**config.mk**
```make
export PLATFORM = sky130hd
export DESIGN_NAME = me_control_flat
export DESIGN_NICKNAME = d
export VERILOG_FILES = /design/src/rtl/me_control_if.sv /design/src/rtl/me_control.sv /design/src/flat_wrapper.sv
export SDC_FILE = /design/constraint.sdc
export NUM_CORES = 1
export LEC_CHECK = 0
export ABC_AREA = 1
export ABC_CLOCK_PERIOD_IN_PS = 2200
export CORE_MARGIN = 4
export CORE_UTILIZATION = 43
export DETAILED_ROUTE_END_ITERATION = 7
export PLACE_DENSITY = 0.82
export SLEW_MARGIN = 5
export SYNTH_ARGS = -nofsm -noshare
export SYNTH_HDL_FRONTEND = slang
export SYNTH_SLANG_ARGS = --single-unit
```
**constraint.sdc**
```tcl
create_clock -name clock -period 2.2 [get_ports clock]
set_input_delay 0.44 -clock clock [delete_from_list [all_inputs] [get_ports clock]]
set_output_delay 0.44 -clock clock [all_outputs]
set_load 0.05 [all_outputs]
```
**src/rtl/me_control_if.sv**
```systemverilog
// me_control_if: count-enable input and sequencer outputs of the motion-estimator control block
interface me_control_if;
  logic        start;
  logic [15:0] S1S2mux;
  logic [15:0] newDist;
  logic [15:0] PEready;
  logic        CompStart;
  logic [3:0]  VectorX;
  logic [3:0]  VectorY;
  logic [7:0]  AddressR;
  logic [9:0]  AddressS1;
  logic [9:0]  AddressS2;
  modport master(output start, input S1S2mux, newDist, PEready, CompStart, VectorX, VectorY,
                 AddressR, AddressS1, AddressS2);
  modport slave(input start, output S1S2mux, newDist, PEready, CompStart, VectorX, VectorY,
                AddressR, AddressS1, AddressS2);
endinterface

```
**src/rtl/me_control.sv**
```systemverilog
// me_control: single-counter sequencer for a 16-PE full-search block-matching motion estimator
module me_control (
  input logic        clock,
  input logic        reset,
  me_control_if.slave bus
);
  logic [12:0] count_q, count_d;
  logic [3:0]  vx_q, vx_d, vy_q, vy_d;
  logic [3:0]  c, r, y;
  logic [4:0]  row5;
  logic        run, comp, pe_any;
  assign c    = count_q[3:0];
  assign r    = count_q[7:4];
  assign y    = count_q[11:8];
  assign row5 = {1'b0, y} + {1'b0, r};
  assign run  = count_q < 13'd4112;
  assign comp = run && count_q >= 13'd256;
  genvar i;
  for (i = 0; i < 16; i++) begin : g_pe
    assign bus.S1S2mux[i] = c >= 4'(i);
    assign bus.newDist[i] = (count_q[7:0] == 8'(i)) && run;
  end
  assign bus.PEready   = bus.newDist & {16{comp}};
  assign bus.CompStart = comp;
  assign bus.AddressR  = count_q[7:0];
  assign bus.AddressS1 = {row5, 1'b0, c};
  assign bus.AddressS2 = {row5, 1'b1, c};
  assign bus.VectorX   = vx_q;
  assign bus.VectorY   = vy_q;
  assign pe_any        = |bus.PEready;
  always_comb begin
    count_d = (bus.start && run) ? count_q + 13'd1 : count_q;
    vx_d    = pe_any ? c : vx_q;
    // first offset row is presented while count[11:8] is already 1
    vy_d    = pe_any ? y - 4'd1 : vy_q;
  end
  always_ff @(posedge clock) begin
    if (reset) begin
      count_q <= '0;
      vx_q    <= '0;
      vy_q    <= '0;
    end else begin
      count_q <= count_d;
      vx_q    <= vx_d;
      vy_q    <= vy_d;
    end
  end
endmodule

```
**src/flat_wrapper.sv**
```systemverilog
// flat-port wrapper written by rule: the top's interface ports become plain ports
module me_control_flat 
  (clock, reset, bus_start, bus_S1S2mux, bus_newDist, bus_PEready, bus_CompStart, bus_VectorX, bus_VectorY, bus_AddressR, bus_AddressS1, bus_AddressS2);
  me_control_if bus_i ();
  input logic clock;
  input logic reset;
  input wire logic [$bits(bus_i.start)-1:0] bus_start;
  output wire logic [$bits(bus_i.S1S2mux)-1:0] bus_S1S2mux;
  output wire logic [$bits(bus_i.newDist)-1:0] bus_newDist;
  output wire logic [$bits(bus_i.PEready)-1:0] bus_PEready;
  output wire logic [$bits(bus_i.CompStart)-1:0] bus_CompStart;
  output wire logic [$bits(bus_i.VectorX)-1:0] bus_VectorX;
  output wire logic [$bits(bus_i.VectorY)-1:0] bus_VectorY;
  output wire logic [$bits(bus_i.AddressR)-1:0] bus_AddressR;
  output wire logic [$bits(bus_i.AddressS1)-1:0] bus_AddressS1;
  output wire logic [$bits(bus_i.AddressS2)-1:0] bus_AddressS2;
  assign bus_i.start = bus_start;
  assign bus_S1S2mux = bus_i.S1S2mux;
  assign bus_newDist = bus_i.newDist;
  assign bus_PEready = bus_i.PEready;
  assign bus_CompStart = bus_i.CompStart;
  assign bus_VectorX = bus_i.VectorX;
  assign bus_VectorY = bus_i.VectorY;
  assign bus_AddressR = bus_i.AddressR;
  assign bus_AddressS1 = bus_i.AddressS1;
  assign bus_AddressS2 = bus_i.AddressS2;
  me_control u_core (.clock(clock), .reset(reset), .bus(bus_i));
endmodule
```
; After elaboration in Yosys (flattened, before gate mapping)
; Index checks and enable logic that the tools add are counted.
[totals]
ff_bits = 21
in_bits = 3
out_inout_bits = 85
wordCells = 60
[classes]
add_sub_neg = 3
order_cmp = 18
n_eq_ne = 15
bitwise_logic = 1
n_reduce_logical = 20
[ops]
columns = op, count
row1 = $eq 8x4->1 const B, 8
row2 = $eq 8x3->1 const B, 4
row3 = $ge 4x4->1 const B, 8
row4 = $logic_and 1x1->1, 18
row5 = $and 16x16->16, 1
row6 = $eq 8x2->1 const B, 2
row7 = $ge 4x3->1 const B, 4
row8 = $reduce_or 16->1, 1
row9 = $add 13x1->13 const B, 1
row10 = $ge 13x9->1 const B, 1
row11 = $lt 13x13->1 const B, 1
row12 = $eq 8x1->1 const B, 1
row13 = $ge 4x1->1 const B, 2
row14 = $ge 4x2->1 const B, 2
row15 = $logic_not 8->1, 1
row16 = $add 4x4->5, 1
row17 = $sub 4x1->4 const B, 1

; Depth between registers and ports, before layout
[depth]
depth_word = 4
ltp_mapped = 13
ltp_nobuf = 12

; Worst setup path before layout
; No wires, ideal clock.
[synth_path]
kind = register -> output
start = register u_core.count_q[4]
end = output port bus_AddressS2[9]
arrival_ps = 2553
path_slack_ps = -793
path_stages_with_launch = 6
n_path_buf = 1
cell_sequence = dfxtp_1 > ha_1 > inv_1 > fa_1 > o21ai_0 > buf_4
[synth_via]
elab_chain_cells = 1
[synth_rtl]
columns = item, line
row1 = "start, declared", me_control.sv:7  ; logic [12:0] count_q, count_d;
row2 = "start signal, assigned", me_control.sv:43  ; count_q <= count_d;
row3 = $add 4x4->5, me_control.sv:15  ; assign row5 = {1'b0, y} + {1'b0, r};
row4 = "end, declared", flat_wrapper.sv:16  ; output wire logic [$bits(bus_i.AddressS2)-1:0] bus_AddressS2;
; Every way passes these cells.

; Worst setup path after layout
[layout_path]
start = register u_core.count_q[5]
end = output port bus_PEready[12]
[layout_via]
elab_chain_cells = 3
elab_cells_between_ends = 6
cone_classes = order compare: 2 / eq/ne: 1 / bitwise: 1 / reduce/logical: 2
[layout_rtl]
columns = item, line
row1 = $lt 13x13->1 (tied with other cells), me_control.sv:16  ; assign run = count_q < 13'd4112;
row2 = $logic_and 1x1->1 (on tied branches), "me_control.sv:21, me_control.sv:17"
row3 = $and 16x16->16 *, me_control.sv:23  ; assign bus.PEready = bus.newDist & {16{comp}};
row4 = "end, declared", flat_wrapper.sv:10  ; output wire logic [$bits(bus_i.PEready)-1:0] bus_PEready;
; Mark *: on every way between the ends. The rest lies on a longest branch, timed or not.

==> Implementation_results.wiki <==
{| class="wikitable"
! Metric !! Value
|-
| Busiest grt layer || met2
|-
| R2R setup slack || 0.08 ns
|-
| Smallest setup slack after layout || -0.110 ns
|-
| Antenna violations before repair || 0
|-
| Period utilization || 1.05
|-
| Capturing instance or port of the critical path || bus_PEready[12]
|-
| Switching Power || 0.371 mW
|-
| Final layout net count || 421
|-
| Overall global routing resource usage || 0.259
|-
| Cell count after placement || 438
|-
| Worst Max-Slew Pin Slew || 0.536 ns
|-
| Vias || roughly 2.6k
|-
| Die Y-Extent || approximately 76 um
|-
| Pwr/cell area || 252 nW/um2
|-
| WP data arrival || 1.87 ns
|-
| Post-synthesis cell count || 315
|-
| Wire length of the first global-routing pass || 12400 um
|-
| Area of the multi-input gates || 1610 um2
|-
| Total clock buffers created by CTS || 3
|-
| Setup repair after global routing missed its margin || yes
|-
| Mean number of vias per cell || 5.69
|-
| Final min period || 2.31 ns
|-
| Synth area leaders || dfxtp_1 21%, nor2_1 12%, nand2_1 9.7%
|-
| Post-layout power || 0.978 mW
|-
| Worst-Skew Late Latency || 0.27 ns
|-
| Hold Crit Class || reg2reg
|-
| Data required time at the worst endpoint || 1.76 ns
|-
| Maximum clock frequency || 433 MHz
|-
| Number of I/O pins || 88
|-
| GRT met1 Usage || 0.281
|-
| Seq/Total Area, Yosys || 0.209
|-
| Launch point of the worst path || u_core.count_q[5]
|-
| Number of DRC violations after detailed-routing iteration 0 || approximately 280
|-
| Final instance area || 3890 um2
|-
| Int Power || 0.607 mW
|-
| Post-detailed-route DRC marker count || 0
|-
| Root Buffer || clkbuf_8
|-
| Last weighted congestion value of the routability-driven placer || approximately 0.87
|-
| Final hold vios || 0
|-
| Total detailed-routing wirelength || 8920 um
|-
| Maximum fanout encountered on the critical timing path || 8
|-
| Clock power share || 0.272
|-
| Chip width || 76.3 um
|-
| Utilization after layout || 0.875
|-
| Clk sinks || 21
|-
| Number of storage elements in the synthesis netlist || 21
|-
| Violated checks || setup timing
|-
| Worst R2R Start || u_core.count_q[0]
|-
| Part of the total power dissipated in combinational logic || 0.332
|-
| Switching share of power || 0.379
|-
| Count of nets left with antenna violations after detail routing || 0
|-
| Worst IR drop on VDD || 0.000439 V
|-
| Deepest clock path buffer count || 2
|-
| Detailed-router iteration count before antenna repair || 5
|-
| Vias in the first global route || 2492
|-
| Initial standard-cell utilization of the core || 0.452
|-
| Fraction of final layout cells with drive strength greater than 1 || 0.480
|-
| Clock tree from TritonCTS || done
|-
| Leftover overflow at the end of global routing || 0
|-
| Cell leakage power || 1.76 nW
|-
| Mean area per synthesized cell || 6.38 um2
|-
| Number of max-slew violations in the final report || 0
|-
| Critical Path Source Type || flip-flop
|-
| Synth top area share || 0.209
|-
| Hold Worst Slack || 0.501 ns
|-
| Register share of total power || 0.396
|-
| Worst Setup Path Type || reg2out
|-
| Seq. cell area || 447 um2
|-
| Remaining max-slew budget at the tightest pin || 0.642
|-
| Distinct cells, synth || 30
|-
| Cell depth of the worst flop-to-flop path || 12
|-
| H-tree lvl count || 1
|-
| Pin count of the biggest net entering global routing || 18
|-
| Met3 usage || 0.0473
|-
| Largest area contributor in the synthesized netlist || dfxtp_1
|-
| Post-DP HPWL || between 5000 and 6000 um
|-
| Site row count || 24
|-
| Kind of end point of the critical path || output port
|-
| Maximum Capacitance Violations || 0
|-
| Number of buffers added to fix hold violations after cts || 0
|-
| Count of input and output buffers || 84
|-
| Fin cells || 456
|-
| Hold path startpoint || u_core.count_q[10]
|-
| Avg WL per Cell || between 15 and 20 um
|-
| Cell area after synthesis || 2010 um2
|-
| Number of inserted diodes || 0
|-
| Endpoints failing setup || 24
|-
| Area Overhead vs Synth || 93.6%
|-
| Fin Clk Skew || 0.00626 ns
|-
| Register clock-pin slew on the reported worst setup and hold paths || 0.08 ns
|-
| Worst r2r dst || u_core.bus.VectorX[2]
|-
| Placed Area || 3480 um2
|-
| Yosys warnings || 0
|-
| Core ar. || 4440 um2
|-
| Met2 Track Usage GR || 0.499
|-
| Number of fillers in the final layout || roughly 190
|-
| Run status || complete, but fails checks
|-
| Die ar. || 5830 um2
|}
==> per-layer routing <==
metal	up-vias	share of wire	routed length, um
li1	1157	-	-
met1	1244	0.37	3300
met2	154	0.53	4720
met3	39	0.062	557
met4	0	0.039	347
met5	-	0	0
==> flip-flops by register name, summed over array words and instances (netlist names) <==
| signal | cells |
|---|---|
| u_core.bus.VectorX | 4 |
| u_core.bus.VectorY | 4 |
| u_core.count_q | 13 |
==> Yosys cell counts (all sizes together) <==
cell type / count
o21a: 1
clkinv: 1
dfxtp: 21
xnor2: 1
fa: 1
nor3: 19
nor2: 69
xor2: 2
clkbuf: 3
nand3: 18
o211ai: 8
buf: 30
nand2: 57
a21oi: 20
nor3b: 1
inv: 35
conb: 2
ha: 12
o21ai: 14
==> cells by family (layout without fill, tap and decap cells) <==
kind of cell / count (synthesis) / in the layout / share of synthesized area
flops: 21 / 21 / 0.209
compound gates: 43 / 43 / 0.131
fa+ha+maj: 13 / 13 / 0.0847
xor+xnor: 3 / 3 / 0.0131
other cells: 2 / 3 / 0.00374
buf+inv: 69 / 157 / 0.196
simple gates: 164 / 164 / 0.361
==> critical path, cell delays in order, from the launching register on <==
cell and delay, ns:
dfxtp_4 0.38, nor2_4 0.14, nand2_4 0.10, o21ai_4 0.23, buf_4 0.16, nand2_1 0.06
buf_6 0.17, nor3_4 0.18, buf_12 0.17
==> cell type report <==
class / instances / share of cell area
well taps: 52 / 0.0167
inverters: 36 / 0.0396
repair inverters: 2 / 0.00837
flip-flops and latches: 21 / 0.115
repair buffers: 115 / 0.395
multi-input cells: 226 / 0.414
clock buffers: 4 / 0.0116
==> worst min-delay path by stage <==
stage	end	slack, ns	depth (start not counted)
after floorplan	u_core.count_q[10]	0.50	1
after global placement	u_core.bus.VectorX[3]	0.46	2
after detailed placement	u_core.bus.VectorX[3]	0.47	2
after CTS	u_core.bus.VectorX[3]	0.50	2
after global routing	u_core.count_q[10]	0.52	1
final	u_core.count_q[10]	0.50	1
==> power groups by stage <==
stage / clock network, mW / logic [mW] / registers [mW]
floorplan: 0 / 0.199 / 0.399
global placement: 0 / 0.285 / 0.399
detailed placement: 0 / 0.292 / 0.399
CTS: 0.262 / 0.302 / 0.390
global route: 0.284 / 0.335 / 0.389
finish: 0.266 / 0.325 / 0.387
==> metrics by stage <==
stage / setup TNS, ns / worst slack (ns)
5_1_grt: -2.54 / -0.157
3_3_place_gp: 0 / 0.0500
6_report: -1.20 / -0.110
3_5_place_dp: 0 / 0.00360
2_1_floorplan: -2.83 / -0.192
4_1_cts: -0.0450 / -0.0187
==> placed cells by master (no fill, tap or decap), types with 2 or more instances in the layout <==
master	instances
ha_2	4
dfxtp_4	5
a21oi_2	5
dfxtp_1	10
buf_12	49
o21ai_4	2
dfxtp_2	6
nor3_1	3
buf_6	4
nor2_4	9
o211ai_1	8
o21ai_0	11
clkdlybuf4s50_1	18
nand2_4	6
clkinv_8	3
nand2_1	47
clkbuf_8	3
conb_1	3
nor2_1	39
ha_1	6
nand3_1	16
inv_1	29
nor3_4	15
a21oi_1	15
nor2_2	21
ha_4	2
inv_2	4
nand2_2	3
buf_4	44
==> timing repair <==
action | 4_1_cts | 5_1_grt
pin swaps | 13 | 14
endpoints found under the setup margin | 41 | 51
cloned | 2 | 0
resized for setup | 42 | 36
buffers inserted | 4 | 8
endpoints found under the hold margin | 0 | 0
No activity file was read; power rests on OpenSTA's default activity.
